--- config.mk ---
export PLATFORM = sky130hd
export DESIGN_NAME = gonso_frame_sequencer
export DESIGN_NICKNAME = d
export VERILOG_FILES = /design/src/rtl/gonso_frame_sequencer.sv
export SDC_FILE = /design/constraint.sdc
export NUM_CORES = 1
export LEC_CHECK = 0
export ABC_CLOCK_PERIOD_IN_PS = 4600
export CAP_MARGIN = 10
export CELL_PAD_IN_SITES_DETAIL_PLACEMENT = 1
export CELL_PAD_IN_SITES_GLOBAL_PLACEMENT = 2
export CORE_UTILIZATION = 34
export DETAILED_ROUTE_END_ITERATION = 12
export PLACE_DENSITY_LB_ADDON = 0.05
export SLEW_MARGIN = 5
export SYNTH_ARGS = -nofsm -noshare
export SYNTH_HDL_FRONTEND = slang
export SYNTH_SLANG_ARGS = --single-unit
--- constraint.sdc ---
create_clock -name clock -period 4.6 [get_ports clock]
set_input_delay 0.92 -clock clock [delete_from_list [all_inputs] [get_ports clock]]
set_output_delay 0.92 -clock clock [all_outputs]
set_load 0.01 [all_outputs]
--- src/rtl/gonso_frame_sequencer.sv ---
// rtl/gonso_frame_sequencer.sv - raster-order frame sequencer from pixel shader to paced pixel pins
module gonso_frame_sequencer #(
    parameter int X_BITS      = 6,
    parameter int Y_BITS      = 6,
    parameter int COLOR_W     = 8,
    parameter int STROBE_HIGH = 2,
    parameter int STROBE_LOW  = 2
) (
    input  logic               clock,
    input  logic               resetb,
    input  logic               start,
    input  logic               abort,
    output logic               req_valid,
    input  logic               req_ready,
    output logic [X_BITS-1:0]  req_x,
    output logic [Y_BITS-1:0]  req_y,
    input  logic               rsp_valid,
    input  logic [COLOR_W-1:0] rsp_color,
    output logic [COLOR_W-1:0] pix_color,
    output logic               pix_write,
    output logic               busy,
    output logic               done,
    output logic [15:0]        frame_cnt,
    output logic               rsp_err
);

    localparam int CNT_W = 8;
    localparam logic [CNT_W-1:0] HI_LAST = CNT_W'(STROBE_HIGH - 1);
    localparam logic [CNT_W-1:0] LO_LAST = CNT_W'(STROBE_LOW - 1);
    localparam logic [X_BITS-1:0] X_MAX  = '1;
    localparam logic [Y_BITS-1:0] Y_MAX  = '1;

    typedef enum logic [2:0] {
        S_IDLE,
        S_REQ,
        S_WAIT,
        S_OUT_HI,
        S_OUT_LO,
        S_DONE
    } state_t;

    state_t               state_q, state_d;
    logic [X_BITS-1:0]    x_q, x_d;
    logic [Y_BITS-1:0]    y_q, y_d;
    logic [CNT_W-1:0]     cnt_q, cnt_d;
    logic [COLOR_W-1:0]   pix_color_q, pix_color_d;
    logic [15:0]          frame_cnt_q, frame_cnt_d;
    logic                 rsp_err_q, rsp_err_d;

    // State and datapath registers; reset is asynchronous so the pins go quiet immediately.
    always_ff @(posedge clock or negedge resetb) begin
        if (!resetb) begin
            state_q     <= S_IDLE;
            x_q         <= '0;
            y_q         <= '0;
            cnt_q       <= '0;
            pix_color_q <= '0;
            frame_cnt_q <= '0;
            rsp_err_q   <= 1'b0;
        end else begin
            state_q     <= state_d;
            x_q         <= x_d;
            y_q         <= y_d;
            cnt_q       <= cnt_d;
            pix_color_q <= pix_color_d;
            frame_cnt_q <= frame_cnt_d;
            rsp_err_q   <= rsp_err_d;
        end
    end

    // Next-state and strobe decode; abort overrides everything and silences the outputs that cycle.
    always_comb begin
        state_d     = state_q;
        x_d         = x_q;
        y_d         = y_q;
        cnt_d       = cnt_q;
        pix_color_d = pix_color_q;
        frame_cnt_d = frame_cnt_q;
        // A response is only expected while waiting; anything else is a protocol error.
        rsp_err_d   = rsp_err_q | (rsp_valid && (state_q != S_WAIT));
        req_valid   = 1'b0;
        pix_write   = 1'b0;
        done        = 1'b0;

        if (abort) begin
            state_d = S_IDLE;
        end else begin
            case (state_q)
                S_IDLE: begin
                    if (start) begin
                        state_d = S_REQ;
                        x_d     = '0;
                        y_d     = '0;
                    end
                end
                S_REQ: begin
                    req_valid = 1'b1;
                    if (req_ready) begin
                        state_d = S_WAIT;
                    end
                end
                S_WAIT: begin
                    if (rsp_valid) begin
                        pix_color_d = rsp_color;
                        cnt_d       = '0;
                        state_d     = S_OUT_HI;
                    end
                end
                S_OUT_HI: begin
                    pix_write = 1'b1;
                    if (cnt_q == HI_LAST) begin
                        cnt_d   = '0;
                        state_d = S_OUT_LO;
                    end else begin
                        cnt_d = cnt_q + 8'd1;
                    end
                end
                S_OUT_LO: begin
                    if (cnt_q == LO_LAST) begin
                        cnt_d = '0;
                        if ((x_q == X_MAX) && (y_q == Y_MAX)) begin
                            state_d = S_DONE;
                        end else begin
                            state_d = S_REQ;
                            if (x_q == X_MAX) begin
                                x_d = '0;
                                y_d = y_q + 1'b1;
                            end else begin
                                x_d = x_q + 1'b1;
                            end
                        end
                    end else begin
                        cnt_d = cnt_q + 8'd1;
                    end
                end
                S_DONE: begin
                    done        = 1'b1;
                    frame_cnt_d = frame_cnt_q + 16'd1;
                    state_d     = S_IDLE;
                end
                default: begin
                    state_d = S_IDLE;
                end
            endcase
        end
    end

    assign busy      = (state_q != S_IDLE);
    assign req_x     = x_q;
    assign req_y     = y_q;
    assign pix_color = pix_color_q;
    assign frame_cnt = frame_cnt_q;
    assign rsp_err   = rsp_err_q;

endmodule

==> results of run 1 <==
-- worst paths after layout --
path | start | slack (ps) | end
max | abort | 1060 | pix_write
min | frame_cnt[15] | 470 | frame_cnt[15]
max reg2reg | state_q[0] | 2570 | cnt_q[2]
min reg2reg | frame_cnt[15] | 470 | frame_cnt[15]
max in group asynchronous | resetb | 3450 | state_q[2]
min in group asynchronous | resetb | 700 | req_x[4]
-- report_power, final --
part | total (mW) | internal (mW) | leakage [nW] | switching, mW
Sequential | 0.504 | 0.464 | 0.651 | 0.0402
Combinational | 0.211 | 0.122 | 0.672 | 0.0889
Clock | 0.251 | 0.103 | 0.0400 | 0.148
Total | 0.966 | 0.689 | 1.36 | 0.277
-- final cells by class --
cell class	count	area, um^2	area share [%]
timing repair buffer	56	551	17.0
clock inverter	2	12.5	0.387
clock buffer	5	68.8	2.13
sequential	48	1200	37.2
multi-input combinational	180	1260	39.0
tap	99	124	3.83
inverter	4	15.0	0.465
-- metrics by stage --
step	cell area, um^2	hold slack, ps
floorplan	2520	491
global placement	3150	449
detailed placement	3150	451
CTS	3230	474
global route	3230	490
finish	3230	467
-- metal layers --
metal	GRT usage, %	up-vias	part of all wire [%]
met4	4.40	0	1.1
met2	26.6	33	48
met1	22.9	967	48
met5	0	-	0
li1	-	954	-
met3	3.30	6	3.1
-- state kept, by name, summed over array words and instances, names as in the netlist --
register	cells
pix_color	8
req_x	6
rsp_err	1
req_y	6
state_q	3
cnt_q	8
frame_cnt	16
-- kinds of logic (layout without fill, tap and decap cells) --
| kind of cell | Yosys count | after routing | synth area share (%) |
|---|---|---|---|
| AND/OR/NAND/NOR | 108 | 108 | 24.3 |
| buffers and inverters | 11 | 67 | 2.58 |
| XOR/XNOR | 21 | 21 | 7.28 |
| flip-flops | 48 | 48 | 47.6 |
| multiplexers | 15 | 15 | 6.64 |
| adder cells (fa/ha/maj) | 5 | 5 | 2.48 |
| AO/OA/AOI/OAI | 31 | 31 | 9.17 |
-- worst max-delay path: stages --
cell and delay, ps:
sky130_fd_sc_hd__clkdlybuf4s50_1 510, sky130_fd_sc_hd__buf_4 230, sky130_fd_sc_hd__nor2_1 230, sky130_fd_sc_hd__and3_2 210
sky130_fd_sc_hd__clkdlybuf4s50_1 530
-- cell usage after synthesis (all sizes together) (3+ instances only) --
library cell / count / share of area [%]
nor3b: 4 / 1.6
a31oi: 4 / 0.99
inv: 4 / 0.59
and3: 7 / 1.8
nor2: 29 / 4.4
mux2i: 4 / 1.6
buf: 5 / 1.7
nor4: 3 / 0.74
nor3: 6 / 1.2
o21ai: 7 / 1.5
o22a: 3 / 1.0
nand3: 9 / 1.8
nand2: 22 / 3.3
ha: 5 / 2.5
dfrtp: 48 / 48
xor2: 6 / 2.1
or2: 4 / 1.1
a21oi: 6 / 1.6
and2: 3 / 0.79
nand4: 7 / 2.3
xnor2: 15 / 5.2
mux2: 11 / 5.1
==> results.txt, run 1 <==
For the count of hold-fix buffers inserted at cts, the log shows 0. Clock tree synthesis inserted a total of 5 buffers. The region available for standard cell placement spans 7210 um^2. Static timing analysis puts the maximum clock frequency at 283 MHz. The post-route netlist has 13.9% of its cells at a drive strength greater than 1. The net count after synthesis is 258. The reported max-cap violation count is 0. I/O pin count: 55.

Using the TritonRoute via totals, the vias-per-cell ratio works out to 4.97. The first global-routing pass estimated 9.95 mm of wire. The run gives 843 as the number of filler instances in the final layout.

The layout net count was 314. After detailed routing, the average wire length per cell comes to 15.1 um. For this run the aggregate overflow at the end of global routing stands at 0. The path class of the lowest-slack min-delay path is reg2reg. The tools report the final worst clock skew as 9.32 ps. Port buffering added 54 buffers.

The logs give 387 for the number of cells in the design after placement and 5.97 mm for the aggregate routed wire length. The tools report the total negative setup slack as 0 ps. The tools report the max-slew headroom at the worst pin as 57.5%.

The number of placement rows came out at 31. Setup slack on the critical path of the routed design comes to 1060 ps. Yosys mapped a number of flops with a built-in enable equal to 0.

The number of antenna violations at the first check in global routing came out at 0. In the routed design, unresolved DRC markers number 0. The total of warnings raised by yosys was 0. Of all flip-flops after synthesis, the portion carrying an async set or reset was 100%. Area growth from synthesis to final layout: 27.9%. The vertical die dimension works out to 88.2 um. The post-route non-filler standard cell count is 394, and the netlist area before placement is 2520 um^2. In this run the deepest clock path goes through 2 buffers.

The cell depth of the worst hold path was 1. In this run the static leakage power is 1.36 nW. After technology mapping, the gate count stands at 239. Overall power consumption after layout is estimated at 0.966 mW.

Entering global routing, the biggest net connects 49 pins. The synthesized design contains 48 register bits. By startpoint and endpoint, the worst setup path is classified as in2out. After legalization and detailed placement, the total HPWL measured 4.27 mm. Setup repair after global routing left no endpoint under its margin.

The logs give 0 for the count of endpoints failing hold in the final timing report and 3680 ps for the required time of the worst setup path. The critical path endpoint category was an output port. The cell chosen for the clock root is sky130_fd_sc_hd__clkbuf_8. The number of distinct standard cells referenced by the synthesized netlist was 56; the data arrival time at the worst-slack endpoint was 2620 ps.

For this design the ratio of total power to cell area is 299 nW/um^2. TritonCTS built the clock tree. The worst register-to-register path has a depth of 5.

Setup violations remaining at the end of the flow were counted as 0. The final core area utilization is 44.8%. Number of global-route vias before repair: 1988.

The width of the die is 88.2 um, and the total number of vias is 1960. The logs give 0.717 for the final weighted congestion of routability-driven global placement and 2 for the number of H-tree branching levels. The post-route antenna net violation count came out at 0. The run finished with clean final reports. The number of setup buffers added after CTS is 0.

The global router's overall resource usage came out at 16.6%. The worst slack at placement was 1050 ps. Dividing the synthesized area by the synthesized cell count gives 10.6 um^2. 0 antenna diodes ended up in the layout. For the finished layout, the period the worst path requires is 3540 ps.

Post-cts resize count: 0. The most common cell after layout, fill and taps aside is sky130_fd_sc_hd__clkdlybuf4s50_1. The share of the Yosys chip area taken by registers is 47.6%. The worst setup path is launched from an input pin. The later-pin clock latency in the skew report was 300 ps; the iteration count of the initial detailed-routing pass was 4. In the layout the commonest cells are sky130_fd_sc_hd__clkdlybuf4s50_1 (53), sky130_fd_sc_hd__dfrtp_1 (48), sky130_fd_sc_hd__nor2_1 (28), sky130_fd_sc_hd__nand2_1 (22), sky130_fd_sc_hd__xnor2_1 (15). For the violation count after the first detailed-routing iteration, the log shows 33. The worst-case vdd ir drop is 121 uV. At the pin with the least slew margin, the transition time is 638 ps. The tools report the initial core utilization as 35.0%. The tree built by TritonCTS fans out to 48 sinks. The tools report the max-slew violation total from the final report as 0.

In the synthesized netlist the dominant register cell turns out to be sky130_fd_sc_hd__dfrtp_1. The floorplan step defined a die boundary enclosing 7770 um^2. Post-route clock period utilization: 76.9%. In this run the worst path has a maximum fanout of 10. The CTS clock-pin slew for the worst setup and hold paths works out to 90 ps.
No activity file was read; power rests on OpenSTA's default activity.
==> run 2, diff against run 1 <==
Settings changed: ABC_CLOCK_PERIOD_IN_PS 4600 to 3650, CORE_UTILIZATION 34 to 32.
Clock period 4.6 ns to 3.65 ns, I/O delays scaled along.
==> results.txt, run 2 (same netlist as run 1, synthesis figures left out) <==
The run finished with clean final reports. The tools report the critical path endpoint category as an output port. The routing usage on met3 is 3.54% (+0.24 points). The worst hold path begins at rsp_err.

For the global-route congestion overflow total, the log shows 0 (unchanged). For the maximum buffer depth of the clock tree, the log shows 2 (unchanged). The met1 track demand over resource in global routing is 21.3% (-1.6 points). The cell chosen for the clock root was sky130_fd_sc_hd__clkbuf_8.

The library cells used most frequently in the layout, excluding fill and tap cells, are sky130_fd_sc_hd__clkdlybuf4s50_1 (53), sky130_fd_sc_hd__dfrtp_1 (48), sky130_fd_sc_hd__nor2_1 (28), sky130_fd_sc_hd__nand2_1 (22), sky130_fd_sc_hd__xnor2_1 (15). The startpoint identified for the worst register-to-register timing path is state_q[0]. The delay contributed by the slowest stage of the critical path was 580 ps (+50 ps). The run gives 2 (unchanged) as the number of H-tree branching levels.

The count of endpoints failing hold in the final timing report was 0 (unchanged). Setup repair after global routing left no endpoint under its margin. The reg2reg setup slack was 1590 ps (-980 ps); the worst-case vdd ir drop was 171 uV (+41%).

The category of the most critical setup path is in2out. The global router's overall resource usage came out at 15.5% (-1.1 points). The post-cts resize count came out at 0 (unchanged). The tools report the number of sinks driven by the clock tree as 48 (unchanged).

The maximum fanout along the worst path was 8 (-2). The width of the die is 90.8 um (+3.0%). The tools report the initial core utilization as 32.8% (-2.2 points). The number of filler instances in the final layout is 888 (+5.3%). The total clock buffers created by CTS is 5 (unchanged), and the share of final-layout standard cells stronger than drive strength 1 is 13.9% (unchanged). Iteration count of the initial detailed-routing pass: 4 (unchanged).

The number of design rule violations left after detail routing came out at 0 (unchanged). The total number of vias came out at 1959 (-0.051%). The final critical delay including setup and external delays works out to 2960 ps. The tools report the detailed-placement wirelength estimate as 4.24 mm (-0.72%). The tools report the number of setup violations in the final report as 0 (unchanged). The flip-flop count of the largest register after layout was 16 (unchanged).

The logs give 2018 (+1.5%) for the number of global-route vias before repair and 0 (unchanged) for the post-CTS setup buffer count. The most used routing layer was met2. Area of the die: 8250 um^2 (+6.1%). The final weighted congestion of routability-driven global placement was 0.740 (+3.3%); the data arrival time at the worst-slack endpoint was 2230 ps (-390 ps). The run gives 3280 um^2 (+1.6%) as the area of all placed cells without fillers. The critical path goes through clkdlybuf4s50_1, and4bb_2, clkdlybuf4s50_1.

The count of hold-fix buffers inserted at cts came out at 0 (unchanged). For the total negative setup slack, the log shows 0 ps (unchanged). Tracing the worst setup path back leads to its startpoint at abort. The tools report the worst slack at placement as 678 ps (-376 ps). The sum of internal, switching and leakage power came out at 1.35 mW (+39%).

Static timing analysis puts the maximum clock frequency at 337 MHz. Leaving out fill and tap cells, the most frequent cell in the layout is sky130_fd_sc_hd__clkdlybuf4s50_1. The standard cell core area is 7690 um^2 (+6.6%). The tools report the cell area after placement as 3150 um^2 (+0.12%).

The number of antenna violations at the first check in global routing came out at 0 (unchanged). Relative to the synthesized area, the layout overhead comes to 30.0%. The CTS clock-pin slew for the worst setup and hold paths was 90 ps (about the same). The slowest stage of the critical path is the sky130_fd_sc_hd__clkdlybuf4s50_1 cell. The final core area utilization came out at 42.7% (-2.1 points). STA classifies the critical path startpoint as an input pin. The post-route antenna net violation count is 0 (unchanged). Path class of the lowest-slack min-delay path: reg2reg. The logs give 24.4% (-2.1 points) for the routing usage on met2 and 1200 um^2 (unchanged) for the footprint of the flip-flops and latches. The tools report the leakage power summed over all cells as 1.39 nW (+1.8%).

The run gives 5.92 mm (-0.79%) as the aggregate routed wire length. The final critical-path setup slack is 686 ps (-376 ps), and the layout net count is 314 (unchanged). For the I/O pin count, the log shows 55 (unchanged). The violation count after the first detailed-routing iteration is 55 (+67%), and the total power per unit cell area is 410 nW/um^2 (+37%). Final worst clock skew: 8.65 ps (-0.662 ps).

The cell depth of the worst hold path was 1 (unchanged). TritonCTS built the clock tree. The number of cells in the design after placement is 390 (+0.78%), and the vertical die dimension is 90.8 um (+3.0%). The reported max-cap violation count was 0 (unchanged); the max-slew headroom at the worst pin was 43.5% (-14 points). The count of buffers from port buffering was 54 (unchanged).

The worst register-to-register path ends at req_y[0]. Routed length per placed instance: 14.9 um (-1.5%). The detailed-route vias per instance works out to 4.93 (-0.81%). For the required time of the worst setup path, the log shows 2920 ps (-760 ps). The footprint of the multi-input gates was 1260 um^2 (unchanged); the post-route non-filler standard cell count was 397 (+0.76%). The library cell appearing most often on the critical path was sky130_fd_sc_hd__clkdlybuf4s50_1.

For hold timing, the worst endpoint is rsp_err. The tools report the largest net degree at the start of global routing as 37 (-24%). The number of antenna repair diodes was 0 (unchanged). The max-slew violation total from the final report is 0 (unchanged), and the cell count of the worst reg-to-reg path is 4 (-1).

The transition time at the pin with the least slew margin works out to 848 ps (+211 ps). The logs give 10.2 mm (+2.1%) for the wire length of the first global-routing pass and 493 ps (+25.7 ps) for the worst slack on hold paths. Number of placement rows: 32 (+3.2%). Later-pin clock latency in the skew report: 300 ps (about the same).

The final critical path takes up 81.2% of the cycle.
## run 2: power by group
part | switching, mW | internal (mW) | total, mW
sequential | 0.0490 | 0.584 | 0.633
clock | 0.178 | 0.270 | 0.448
combinational | 0.112 | 0.153 | 0.265
## run 2: critical path: cells and delay by family
kind / cells / cell delay [ps]
buffers and inverters: 2 / 1030
AND/OR/NAND/NOR: 1 / 460
## run 2: cell type report
class	instances	area share, %
repair buffers	56	16.8
flip-flops and latches	48	36.6
clock buffers	5	2.10
inverters	4	0.457
well taps	102	3.89
multi-input cells	180	38.4
clock inverters	2	1.83
## run 2: metal layers
metal / vias up / share of wire, %
met1: 963 / 50
li1: 957 / -
met4: 0 / 0.68
met5: - / 0
met2: 35 / 46
met3: 4 / 3.3
## run 2: worst max path at each step
stage / slack, ps / end / cells after the start
finish: 690 / done / 3
detailed placement: 680 / done / 3
global placement: 700 / done / 3
floorplan: 1750 / busy / 3
global route: 630 / done / 3
CTS: 670 / done / 3
